### config.mk
export PLATFORM = sky130hd
export DESIGN_NAME = cv32e40p_ft_replica_supervisor
export DESIGN_NICKNAME = d
export VERILOG_FILES = /design/src/rtl/cv32e40p_pkg2_ft.sv /design/src/rtl/cv32e40p_ft_replica_health.sv /design/src/rtl/cv32e40p_ft_replica_supervisor.sv
export SDC_FILE = /design/constraint.sdc
export NUM_CORES = 1
export LEC_CHECK = 0
export ABC_AREA = 1
export ABC_CLOCK_PERIOD_IN_PS = 7600
export BUFFER_PORTS_ARGS = -buffer_cell sky130_fd_sc_hd__buf_2
export CAP_MARGIN = 40
export CELL_PAD_IN_SITES_DETAIL_PLACEMENT = 2
export CELL_PAD_IN_SITES_GLOBAL_PLACEMENT = 2
export CORE_MARGIN = 5
export CORE_UTILIZATION = 29
export CTS_CLUSTER_SIZE = 24
export DETAILED_ROUTE_END_ITERATION = 8
export GPL_TIMING_DRIVEN = 0
export HOLD_SLACK_MARGIN = 0.06
export PLACE_DENSITY_LB_ADDON = 0.1
export SKIP_LAST_GASP = 1
export SLEW_MARGIN = 20
export SYNTH_ARGS = -nofsm -noshare
export SYNTH_HDL_FRONTEND = slang
export SYNTH_HIERARCHICAL = 1
export SYNTH_SLANG_ARGS = --single-unit
export TNS_END_PERCENT = 100
### constraint.sdc
create_clock -name clk -period 7.6 [get_ports clk]
set_input_delay 0.38 -clock clk [delete_from_list [all_inputs] [get_ports clk]]
set_output_delay 0.38 -clock clk [all_outputs]
set_load 0.02 [all_outputs]
### src/rtl/cv32e40p_pkg2_ft.sv
// Shared types and default tuning constants for the fault-tolerant CV32E40P replica supervisor.
package cv32e40p_pkg2_ft;

    typedef enum logic [1:0] {
        REPLICA_OK        = 2'd0,
        REPLICA_SUSPECT   = 2'd1,
        REPLICA_BROKEN    = 2'd2,
        REPLICA_PROBATION = 2'd3
    } replica_state_e;

    localparam int CODE_INCREMENT          = 4;
    localparam int CODE_DECREMENT          = 1;
    localparam int CODE_BREAKING_THRESHOLD = 12;
    localparam int CODE_COUNT_BIT          = 4;
    localparam int CODE_PROBATION_LEN      = 8;

endpackage

### src/rtl/cv32e40p_ft_replica_health.sv
// Per-replica health tracker: leaky-bucket error counter, probation counter and state FSM.
module cv32e40p_ft_replica_health
    import cv32e40p_pkg2_ft::*;
#(
    parameter int COUNT_BIT          = CODE_COUNT_BIT,
    parameter int INCREMENT          = CODE_INCREMENT,
    parameter int DECREMENT          = CODE_DECREMENT,
    parameter int BREAKING_THRESHOLD = CODE_BREAKING_THRESHOLD,
    parameter int PROBATION_LEN      = CODE_PROBATION_LEN
) (
    input  logic           clk,
    input  logic           rst_n,
    input  logic           valid_i,
    input  logic           err_i,
    input  logic           set_broken_i,
    input  logic           clear_broken_i,
    output replica_state_e state_o,
    output logic           is_broken_o
);

    localparam int PW = $clog2(PROBATION_LEN + 1);
    localparam logic [COUNT_BIT:0] CNT_MAX = (COUNT_BIT + 1)'((1 << COUNT_BIT) - 1);
    localparam logic [COUNT_BIT:0] CNT_THR = (COUNT_BIT + 1)'(BREAKING_THRESHOLD);

    replica_state_e         state_reg, state_next;
    logic [COUNT_BIT-1:0]   count_reg, count_next;
    logic [PW-1:0]          prob_reg, prob_next;
    logic [COUNT_BIT:0]     count_inc;
    logic [PW-1:0]          prob_inc;

    always_ff @(posedge clk or negedge rst_n) begin
        if (!rst_n) begin
            state_reg <= REPLICA_OK;
            count_reg <= '0;
            prob_reg  <= '0;
        end else begin
            state_reg <= state_next;
            count_reg <= count_next;
            prob_reg  <= prob_next;
        end
    end

    always_comb begin
        state_next = state_reg;
        count_next = count_reg;
        prob_next  = prob_reg;
        count_inc  = {1'b0, count_reg} + (COUNT_BIT + 1)'(INCREMENT);
        if (count_inc > CNT_MAX) begin
            count_inc = CNT_MAX;
        end
        prob_inc   = prob_reg + PW'(1);

        // Forced break wins over everything; the count is left frozen for inspection.
        if (set_broken_i) begin
            state_next = REPLICA_BROKEN;
        end else begin
            case (state_reg)
                REPLICA_OK, REPLICA_SUSPECT: begin
                    if (valid_i && err_i) begin
                        count_next = count_inc[COUNT_BIT-1:0];
                        state_next = (count_inc >= CNT_THR) ? REPLICA_BROKEN : REPLICA_SUSPECT;
                    end else if (valid_i && state_reg == REPLICA_SUSPECT) begin
                        if (count_reg > COUNT_BIT'(DECREMENT)) begin
                            count_next = count_reg - COUNT_BIT'(DECREMENT);
                        end else begin
                            count_next = '0;
                            state_next = REPLICA_OK;
                        end
                    end
                end
                REPLICA_BROKEN: begin
                    if (clear_broken_i) begin
                        state_next = REPLICA_PROBATION;
                        count_next = '0;
                        prob_next  = '0;
                    end
                end
                REPLICA_PROBATION: begin
                    if (valid_i) begin
                        if (err_i) begin
                            state_next = REPLICA_BROKEN;
                        end else if (prob_inc == PW'(PROBATION_LEN)) begin
                            state_next = REPLICA_OK;
                            prob_next  = '0;
                        end else begin
                            prob_next  = prob_inc;
                        end
                    end
                end
                default: state_next = REPLICA_OK;
            endcase
        end
    end

    assign state_o     = state_reg;
    assign is_broken_o = (state_reg == REPLICA_BROKEN) || (state_reg == REPLICA_PROBATION);

endmodule

### src/rtl/cv32e40p_ft_replica_supervisor.sv
// TMR voter with per-replica health supervision and duplex/simplex degradation.
// Optional error logging is enabled by defining CV32E40P_FT_ERR_LOG_EN.
module cv32e40p_ft_replica_supervisor
    import cv32e40p_pkg2_ft::*;
#(
    parameter int WIDTH              = 32,
    parameter int NCH                = 3,
    parameter int COUNT_BIT          = CODE_COUNT_BIT,
    parameter int INCREMENT          = CODE_INCREMENT,
    parameter int DECREMENT          = CODE_DECREMENT,
    parameter int BREAKING_THRESHOLD = CODE_BREAKING_THRESHOLD,
    parameter int PROBATION_LEN      = CODE_PROBATION_LEN
) (
    input  logic                              clk,
    input  logic                              rst_n,
    input  logic                              valid_i,
    input  logic [2:0][NCH-1:0][WIDTH-1:0]    to_vote_i,
    input  logic [2:0]                        set_broken_i,
    input  logic [2:0]                        clear_broken_i,
    output logic [NCH-1:0][WIDTH-1:0]         voted_o,
    output logic                              voted_valid_o,
    output logic [2:0]                        is_broken_o,
    output logic                              err_detected_o,
    output logic                              err_corrected_o,
    output logic                              uncorrectable_o,
    output logic [15:0]                       err_count_o
);

    replica_state_e              state [3];
    logic [2:0]                  broken;
    logic [2:0]                  active;
    logic [2:0]                  in_prob;
    logic [2:0]                  diff;
    logic [2:0]                  rep_err;
    logic [1:0]                  n_act;
    logic                        pair_mm;
    logic                        uncorr_comb;
    logic                        det_comb;
    logic [NCH-1:0][WIDTH-1:0]   maj;
    logic [NCH-1:0][WIDTH-1:0]   voted_comb;

    logic [NCH-1:0][WIDTH-1:0]   voted_reg;
    logic                        voted_valid_reg;
    logic                        det_reg, corr_reg, uncorr_reg;

    genvar gi;
    generate
        for (gi = 0; gi < 3; gi++) begin : gen_health
            cv32e40p_ft_replica_health #(
                .COUNT_BIT          (COUNT_BIT),
                .INCREMENT          (INCREMENT),
                .DECREMENT          (DECREMENT),
                .BREAKING_THRESHOLD (BREAKING_THRESHOLD),
                .PROBATION_LEN      (PROBATION_LEN)
            ) u_health (
                .clk            (clk),
                .rst_n          (rst_n),
                .valid_i        (valid_i),
                .err_i          (rep_err[gi]),
                .set_broken_i   (set_broken_i[gi]),
                .clear_broken_i (clear_broken_i[gi]),
                .state_o        (state[gi]),
                .is_broken_o    (broken[gi])
            );
            assign active[gi]  = ~broken[gi];
            assign in_prob[gi] = (state[gi] == REPLICA_PROBATION);
            assign diff[gi]    = (to_vote_i[gi] != voted_comb);
        end
    endgenerate

    assign maj   = (to_vote_i[0] & to_vote_i[1]) | (to_vote_i[0] & to_vote_i[2])
                 | (to_vote_i[1] & to_vote_i[2]);
    assign n_act = {1'b0, active[0]} + {1'b0, active[1]} + {1'b0, active[2]};

    always_comb begin
        voted_comb = to_vote_i[0];
        case (n_act)
            2'd3:    voted_comb = maj;
            2'd2:    voted_comb = active[0] ? to_vote_i[0] : to_vote_i[1];
            2'd1:    voted_comb = active[0] ? to_vote_i[0] :
                                  (active[1] ? to_vote_i[1] : to_vote_i[2]);
            default: voted_comb = to_vote_i[0];
        endcase
    end

    // In duplex the unchosen active replica is the only one that can differ; a mismatch blames both.
    always_comb begin
        pair_mm = (n_act == 2'd2) && |(diff & active);
        rep_err = '0;
        for (int i = 0; i < 3; i++) begin
            if (in_prob[i]) begin
                rep_err[i] = diff[i];
            end else if (active[i]) begin
                rep_err[i] = (n_act == 2'd2) ? pair_mm : diff[i];
            end
        end
        uncorr_comb = (n_act == 2'd0) || pair_mm;
        det_comb    = (|rep_err) || (n_act == 2'd0);
    end

    always_ff @(posedge clk or negedge rst_n) begin
        if (!rst_n) begin
            voted_reg       <= '0;
            voted_valid_reg <= 1'b0;
            det_reg         <= 1'b0;
            corr_reg        <= 1'b0;
            uncorr_reg      <= 1'b0;
        end else begin
            voted_valid_reg <= valid_i;
            det_reg         <= valid_i && det_comb;
            corr_reg        <= valid_i && det_comb && !uncorr_comb;
            uncorr_reg      <= valid_i && uncorr_comb;
            if (valid_i) begin
                voted_reg <= voted_comb;
            end
        end
    end

    assign voted_o         = voted_reg;
    assign voted_valid_o   = voted_valid_reg;
    assign is_broken_o     = broken;
    assign err_detected_o  = det_reg;
    assign err_corrected_o = corr_reg;
    assign uncorrectable_o = uncorr_reg;

`ifdef CV32E40P_FT_ERR_LOG_EN
    logic [15:0] err_count_reg;
    logic [2:0]  last_syndrome_reg;

    always_ff @(posedge clk or negedge rst_n) begin
        if (!rst_n) begin
            err_count_reg     <= '0;
            last_syndrome_reg <= '0;
        end else if (valid_i && det_comb) begin
            if (err_count_reg != 16'hFFFF) begin
                err_count_reg <= err_count_reg + 16'd1;
            end
            last_syndrome_reg <= rep_err;
        end
    end

    assign err_count_o = err_count_reg;
`else
    assign err_count_o = '0;
`endif

endmodule
Yosys cells after proc, flatten, opt, wreduce, memory -nomap -nowiden
Index checks and enable logic that the tools add are counted.

Add/subtract/negate cells: 11. Magnitude comparators: 9. Eq/ne operators: 45. Multiplexer cells: 73. Bitwise operators: 12. Reductions and logical operators: 40.

Operators by type and width (number): bitwise AND 96 bit (3); two-way mux 96 bit (3); inequality test 96 bit (3); one-hot mux 96 bit (3 select lines) (1); bitwise OR 96 bit (2); two-way mux 4 bit (21); two-way mux 2 bit (27); one-hot mux 4 bit (2 select lines) (6); AND reduction 5 bit (6); inequality test 4 x 2 -> 1 bit (second input constant) (6); inequality test 2 bit (second input constant) (9); inequality test 3 bit (second input constant) (6); one-hot mux 2 bit (3 select lines) (3); equality test 2 bit (second input constant) (8); adder 4 x 3 -> 5 bit (second input constant) (3); greater-or-equal comparator 5 x 4 -> 1 bit (second input constant) (3); > comparator 5 x 4 -> 1 bit (second input constant) (3); two-way mux 5 bit (3); adder 4 x 1 -> 4 bit (second input constant) (3); equality test 4 bit (second input constant) (3); > comparator 4 x 1 -> 1 bit (second input constant) (3); inequality test 4 x 3 -> 1 bit (second input constant) (3); AND reduction 4 bit (3); nonzero test 2 bit (6); 14 further kinds (53).

Bits in registers: 130. Input port bits: 297. Output and inout bits: 119.

Longest topological paths before layout
Depth in word-level cells: 18. Mapped depth: 37. Mapped depth without buffers: 31.

Modules after synthesis
Netlist, hierarchy kept.

By module, submodules not included: cv32e40p_ft_replica_supervisor (times used 1, cells each 2944, area each 15044.4 µm², seq. area each 2502.4 µm²); cv32e40p_ft_replica_health at gen_health[1].u_health ... (times used 2, cells each 117, area each 794.5 µm², seq. area each 250.2 µm²); cv32e40p_ft_replica_health at gen_health[0].u_health (times used 1, cells each 111, area each 742.0 µm², seq. area each 250.2 µm²).

Worst setup path after synthesis
No wires, ideal clock.

Path kind: reg2reg. Start point: register gen_health[1].u_health.state_reg[1]. End point: register gen_health[2].u_health.count_reg[2]. Library setup time: 0.113 ns. Data arrival time: 4.482 ns. Data required time: 7.487 ns. Setup slack: 3.005 ns. Stages on the path, launching flop included: 37. Buffers on the path: 7. Clock period less this slack: 4.595 ns. Cell sequence: dfrtp_1 buf_6 clkbuf_1 buf_2 clkinv_1 buf_2 buf_2 fa_1 inv_2 nor2_2 buf_2 buf_2 o21ai_0 nand2_1 nand2_1 nand3_1 nand2_1 a21oi_1 nand2_1 nor2_1 nand2_1 nor2_1 nand3_1 nand2_1 nand4_2 nand2_1 nand2_1 nand2_1 inv_1 nand2_2 inv_1 nand2_1 nand3_1 o211ai_1 nand2_1 nand2_1 inv_1.

Word-level cells in the longest chain between the ends: 17.

Ends and longest elaborated chain: start: declaration (RTL line cv32e40p_ft_replica_health.sv:25) `replica_state_e state_reg, state_next;`; start signal: assignment (RTL line cv32e40p_ft_replica_health.sv:37) `state_reg <= state_next;`; equality test 2 bit (RTL line cv32e40p_ft_replica_health.sv:96) `assign is_broken_o = (state_reg == REPLICA_BROKEN) || (state_reg == REPLICA_PROBATION);`; logical OR 1 bit (*) (RTL line cv32e40p_ft_replica_health.sv:96); via is_broken_o[1] (RTL line cv32e40p_ft_replica_supervisor.sv:22) `output logic [2:0] is_broken_o,`; NOT 1 bit (RTL line cv32e40p_ft_replica_supervisor.sv:65) `assign active[gi] = ~broken[gi];`; adder 1 x 1 -> 2 bit (RTL line cv32e40p_ft_replica_supervisor.sv:73) `assign n_act = {1'b0, active[0]} + {1'b0, active[1]} + {1'b0, active[2]};`; adder 2 x 1 -> 2 bit (RTL line cv32e40p_ft_replica_supervisor.sv:73); equality test 2 x 1 -> 1 bit (tied with other cells) (RTL line cv32e40p_ft_replica_supervisor.sv:77) `case (n_act)`; one-hot mux 96 bit (3 select lines) (RTL line cv32e40p_ft_replica_supervisor.sv:77); (+3 left out); logical AND 1 bit (RTL line cv32e40p_ft_replica_supervisor.sv:88) `pair_mm = (n_act == 2'd2) && |(diff & active);`; two-way mux 1 bit (RTL line cv32e40p_ft_replica_supervisor.sv:94) `rep_err[i] = (n_act == 2'd2) ? pair_mm : diff[i];`; two-way mux 1 bit (RTL line cv32e40p_ft_replica_supervisor.sv:93) `end else if (active[i]) begin`; two-way mux 1 bit (*) (RTL line cv32e40p_ft_replica_supervisor.sv:91) `if (in_prob[i]) begin`; via rep_err[2] (RTL line cv32e40p_ft_replica_supervisor.sv:34) `logic [2:0] rep_err;`; logical AND 1 bit (*) (RTL line cv32e40p_ft_replica_health.sv:59) `if (valid_i && err_i) begin`; inequality test 3 x 1 -> 1 bit (no source line) / two-way mux 4 bit (equally long branches); AND reduction 4 bit (no source line) / one-hot mux 4 bit (2 select lines) (equally long branches); end signal: assignment (RTL line cv32e40p_ft_replica_health.sv:38) `count_reg <= count_next;`; end: declaration (RTL line cv32e40p_ft_replica_health.sv:26) `logic [COUNT_BIT-1:0] count_reg, count_next;`.

Mark *: on every way through the listed nets, which the timed path passes. The rest lies on a longest branch. A chain may end at the register's enable or synchronous reset.

Final worst setup path
Start point: register gen_health[1].u_health.state_reg[1]. End point: register gen_health[2].u_health.count_reg[2].

Word-level cells in the longest chain between the ends: 17.

Ends and longest elaborated chain: equality test 2 bit (RTL line cv32e40p_ft_replica_health.sv:96); logical OR 1 bit (*) (RTL line cv32e40p_ft_replica_health.sv:96); NOT 1 bit (RTL line cv32e40p_ft_replica_supervisor.sv:65); adder 1 x 1 -> 2 bit (RTL line cv32e40p_ft_replica_supervisor.sv:73); adder 2 x 1 -> 2 bit (RTL line cv32e40p_ft_replica_supervisor.sv:73); equality test 2 x 1 -> 1 bit (tied with other cells) (RTL line cv32e40p_ft_replica_supervisor.sv:77); one-hot mux 96 bit (3 select lines) (RTL line cv32e40p_ft_replica_supervisor.sv:77); inequality test 96 bit (RTL line cv32e40p_ft_replica_supervisor.sv:67) `assign diff[gi] = (to_vote_i[gi] != voted_comb);`; (+2 left out); logical AND 1 bit (RTL line cv32e40p_ft_replica_supervisor.sv:88); two-way mux 1 bit (RTL line cv32e40p_ft_replica_supervisor.sv:94); two-way mux 1 bit (RTL line cv32e40p_ft_replica_supervisor.sv:93); two-way mux 1 bit (*) (RTL line cv32e40p_ft_replica_supervisor.sv:91); via rep_err[2] (RTL line cv32e40p_ft_replica_supervisor.sv:34); logical AND 1 bit (*) (RTL line cv32e40p_ft_replica_health.sv:59); inequality test 3 x 1 -> 1 bit (no source line) / two-way mux 4 bit (equally long branches); AND reduction 4 bit (no source line) / one-hot mux 4 bit (2 select lines) (equally long branches).

Marked as above.

==> metrics.cfg <==
[run_status]
outcome = finished clean

[setup_path]
critPathLaunch = gen_health[1].u_health/state_o[1]
cpPeakStageDelay_ns = 0.65
arrival_ns = 7.40
required_ns = 8.00
r2r_end = gen_health[2].u_health/count_reg[2]
rrSetupSlack_ns = 0.60
critPathCaptureType = flip-flop
startpoint_type = flip-flop
crit_path_end = gen_health[2].u_health/count_reg[2]
crit_path_frequent_cell = nand2_1
cp_max_fo = 10
reg2regPathDepth = 36
timing.rr.start = gen_health[1].u_health/state_o[1]
cp_slowest_cell = fa_1
path_class = flip-flop to flip-flop

[clock_tree]
post_cts_resized = 0
htree_levels = 4
cts_tree = yes
path_clk_slew_ns = 0.08
clkLatencyLatePin_ns = 0.51
cts_buffers = 17
cts_root_buf = clkbuf_16
cts_setup_buffers = 0
cts.sinks = 130
cts_max_path_buffers = 2

[synthesis]
ys_warn_count = 6
synth_cells = 3289
syn_area_per_cell_um2 = 5.28
synth_edf_count = 0
synth_ff_type = dfrtp_1
synth_top_area_share_pct = 29.9
yosys.area.top_type = nand2_1
ys_top_cells_by_area = nand2_1 (30%), dfrtp_1 (19%), nand4_1 (10%), nor2_1 (7.8%), inv_1 (7.0%)
netlist_area_um2 = 17400
synth-seq-cells = 130
ys_seq_area_share_pct = 18.7
async_flop_share_pct = 100
synth_cell_types = 37

[sta]
finClkSkew_ns = 0.0191
holdWs_ns = 0.109
slew_headroom_pct = 37.6
tightest_slew_ns = 0.937
setup_viol = 0
fin_crit_sh_pct = 92.1
finalHoldViolCount = 0
tns_ns = 0
fmax_mhz = 143
period_needed_ns = 7.00
rsz0062_at_grt = no
maxSlewViolCount = 0

[pwr]
power.switching_mw = 8.19
seqPwrFrac_pct = 10.2
peakVddDrop_mv = 0.396
switching_share_pct = 65.4
power.internal_mw = 4.34
power_mw = 12.5
pwr-share-clk_pct = 7.7
power_density_nw_per_um2 = 582
leakage_nw = 12.4
power_frac_comb_pct = 82.1

[drt]
wl_per_cell_um = 24.8
final_antenna_net_count = 0
dr.pass1.iters = 5
drc = 0
drtIter0Drc = 1723
via_count = 25500
wl_met2_um = 53500
viasPerCell = 5.56
met3RoutedLength_um = 8080
top_layer = met5
drt-met1-wl_um = 45300
wl_um = 114000

[finish]
regArea_um2 = 3250
nets = 4061
layout_common_cells = nand2_1 (1383), buf_2 (437), nor2_1 (359), inv_1 (322), nand4_1 (277)
multi_input_area_um2 = 12300
areaGrowthSynthToFinish_pct = 23.8
final_util_pct = 36.4
fillers = 7954
largest_register_ffs = 96
drive_gt1_share_pct = 17.0
final_common_cell = nand2_1

[global_route]
grt_overflow = 0
antenna_found_initial = 54
grt_pass1_vias = 26500
grt_usage_pct = 33.4
grt_pass1_wl_um = 163000
grt_max_degree = 80

[min_path]
hp-start = set_broken_i[2]
hold_class = input pin to flip-flop

[job]
max_cap_viol_count = 0

[floorplanning]
start_util_pct = 29.4
die_y_um = 255
die-area_um2 = 64900
ioPinCount = 416
rows = 89
core-area_um2 = 59100
dieWidth_um = 255

[place]
port_buffers = 399
gp_congestion = 0.929
dp_hpwl_um = 89800

## worst max-delay path, delay by kind of cell (launching register included)
kind                       cells  cell delay [ns]
and+or+nand+nor               22             2.91
AOI/OAI and AO/OA              1             0.13
adders and majority gates      1             0.65
DFF                            1             0.38
buffers and inverters         12             2.79
## per-layer routing
layer  GRT usage [%]  vias up
li1                -    11700
met1            40.0    12600
met2            55.8      836
met3            7.11      318
met4            18.7       34
met5               0        -
## Yosys cell counts, drive strengths merged (2+ instances only)
cell and instances:
dfrtp 130, clkbuf 45, nand3 234, buf 81, ha 12, o22ai 4, inv 337, o211ai 2
nor3 3, o21ai 200, a21o 15, a31o 2, nand4 278, nor2 371, xor2 12, a21oi 159
nand3b 3, nand2 1396
## what timing repair did
| item | in CTS | in global routing |
|---|---|---|
| setup endpoints to repair | 0 | 0 |
| hold buffers | 1 | 0 |
| hold endpoints to repair | 51 | 0 |
## worst min-delay path by stage
stage,end,cells after the start
after detailed placement,voted_o[1],1
after global placement,voted_o[59],2
after CTS,gen_health[2].u_health/state_o[1],3
after floorplan,err_corrected_o,0
after global routing,gen_health[2].u_health/state_o[1],3
final,gen_health[2].u_health/state_o[1],3
## layout make-up
type / instances / share of cell area (%)
diodes: 39 / 0.454
plain buffers: 126 / 2.97
clock buffers: 20 / 2.08
clock inverters: 12 / 0.838
inverters: 338 / 5.90
multi-input cells: 2710 / 57.1
flip-flops and latches: 130 / 15.1
well taps: 773 / 4.50
repair buffers: 428 / 11.1
## stage by stage
step / cell area [µm²] / setup WS (ns) / cells
final: 21500 / 0.603 / 4576
after global routing: 21500 / 0.225 / 4564
after CTS: 21400 / 0.709 / 4536
after detailed placement: 20800 / 0.797 / 4503
after global placement: 20400 / 0.653 / 4476
after floorplan: 17400 / 3.00 / 3304
## cells by family after synthesis
family,count (synthesis),share of synthesized area (%)
compound gates,384,12.7
buf+inv,464,11.0
flops,130,18.7
simple gates,2285,56.0
fa+ha+maj,13,0.979
other cells,1,0.0216
xor+xnor,12,0.605
## power groups by stage
| stage | combinational [mW] | sequential (mW) | clock, mW |
|---|---|---|---|
| after global routing | 11.1 | 1.30 | 1.01 |
| after global placement | 9.34 | 1.26 | 0 |
| after CTS | 10.1 | 1.27 | 0.988 |
| final | 10.3 | 1.27 | 0.968 |
| after detailed placement | 10.0 | 1.28 | 0 |
| after floorplan | 5.76 | 1.51 | 0 |
Note: power is estimated with default switching activity, not from simulation.
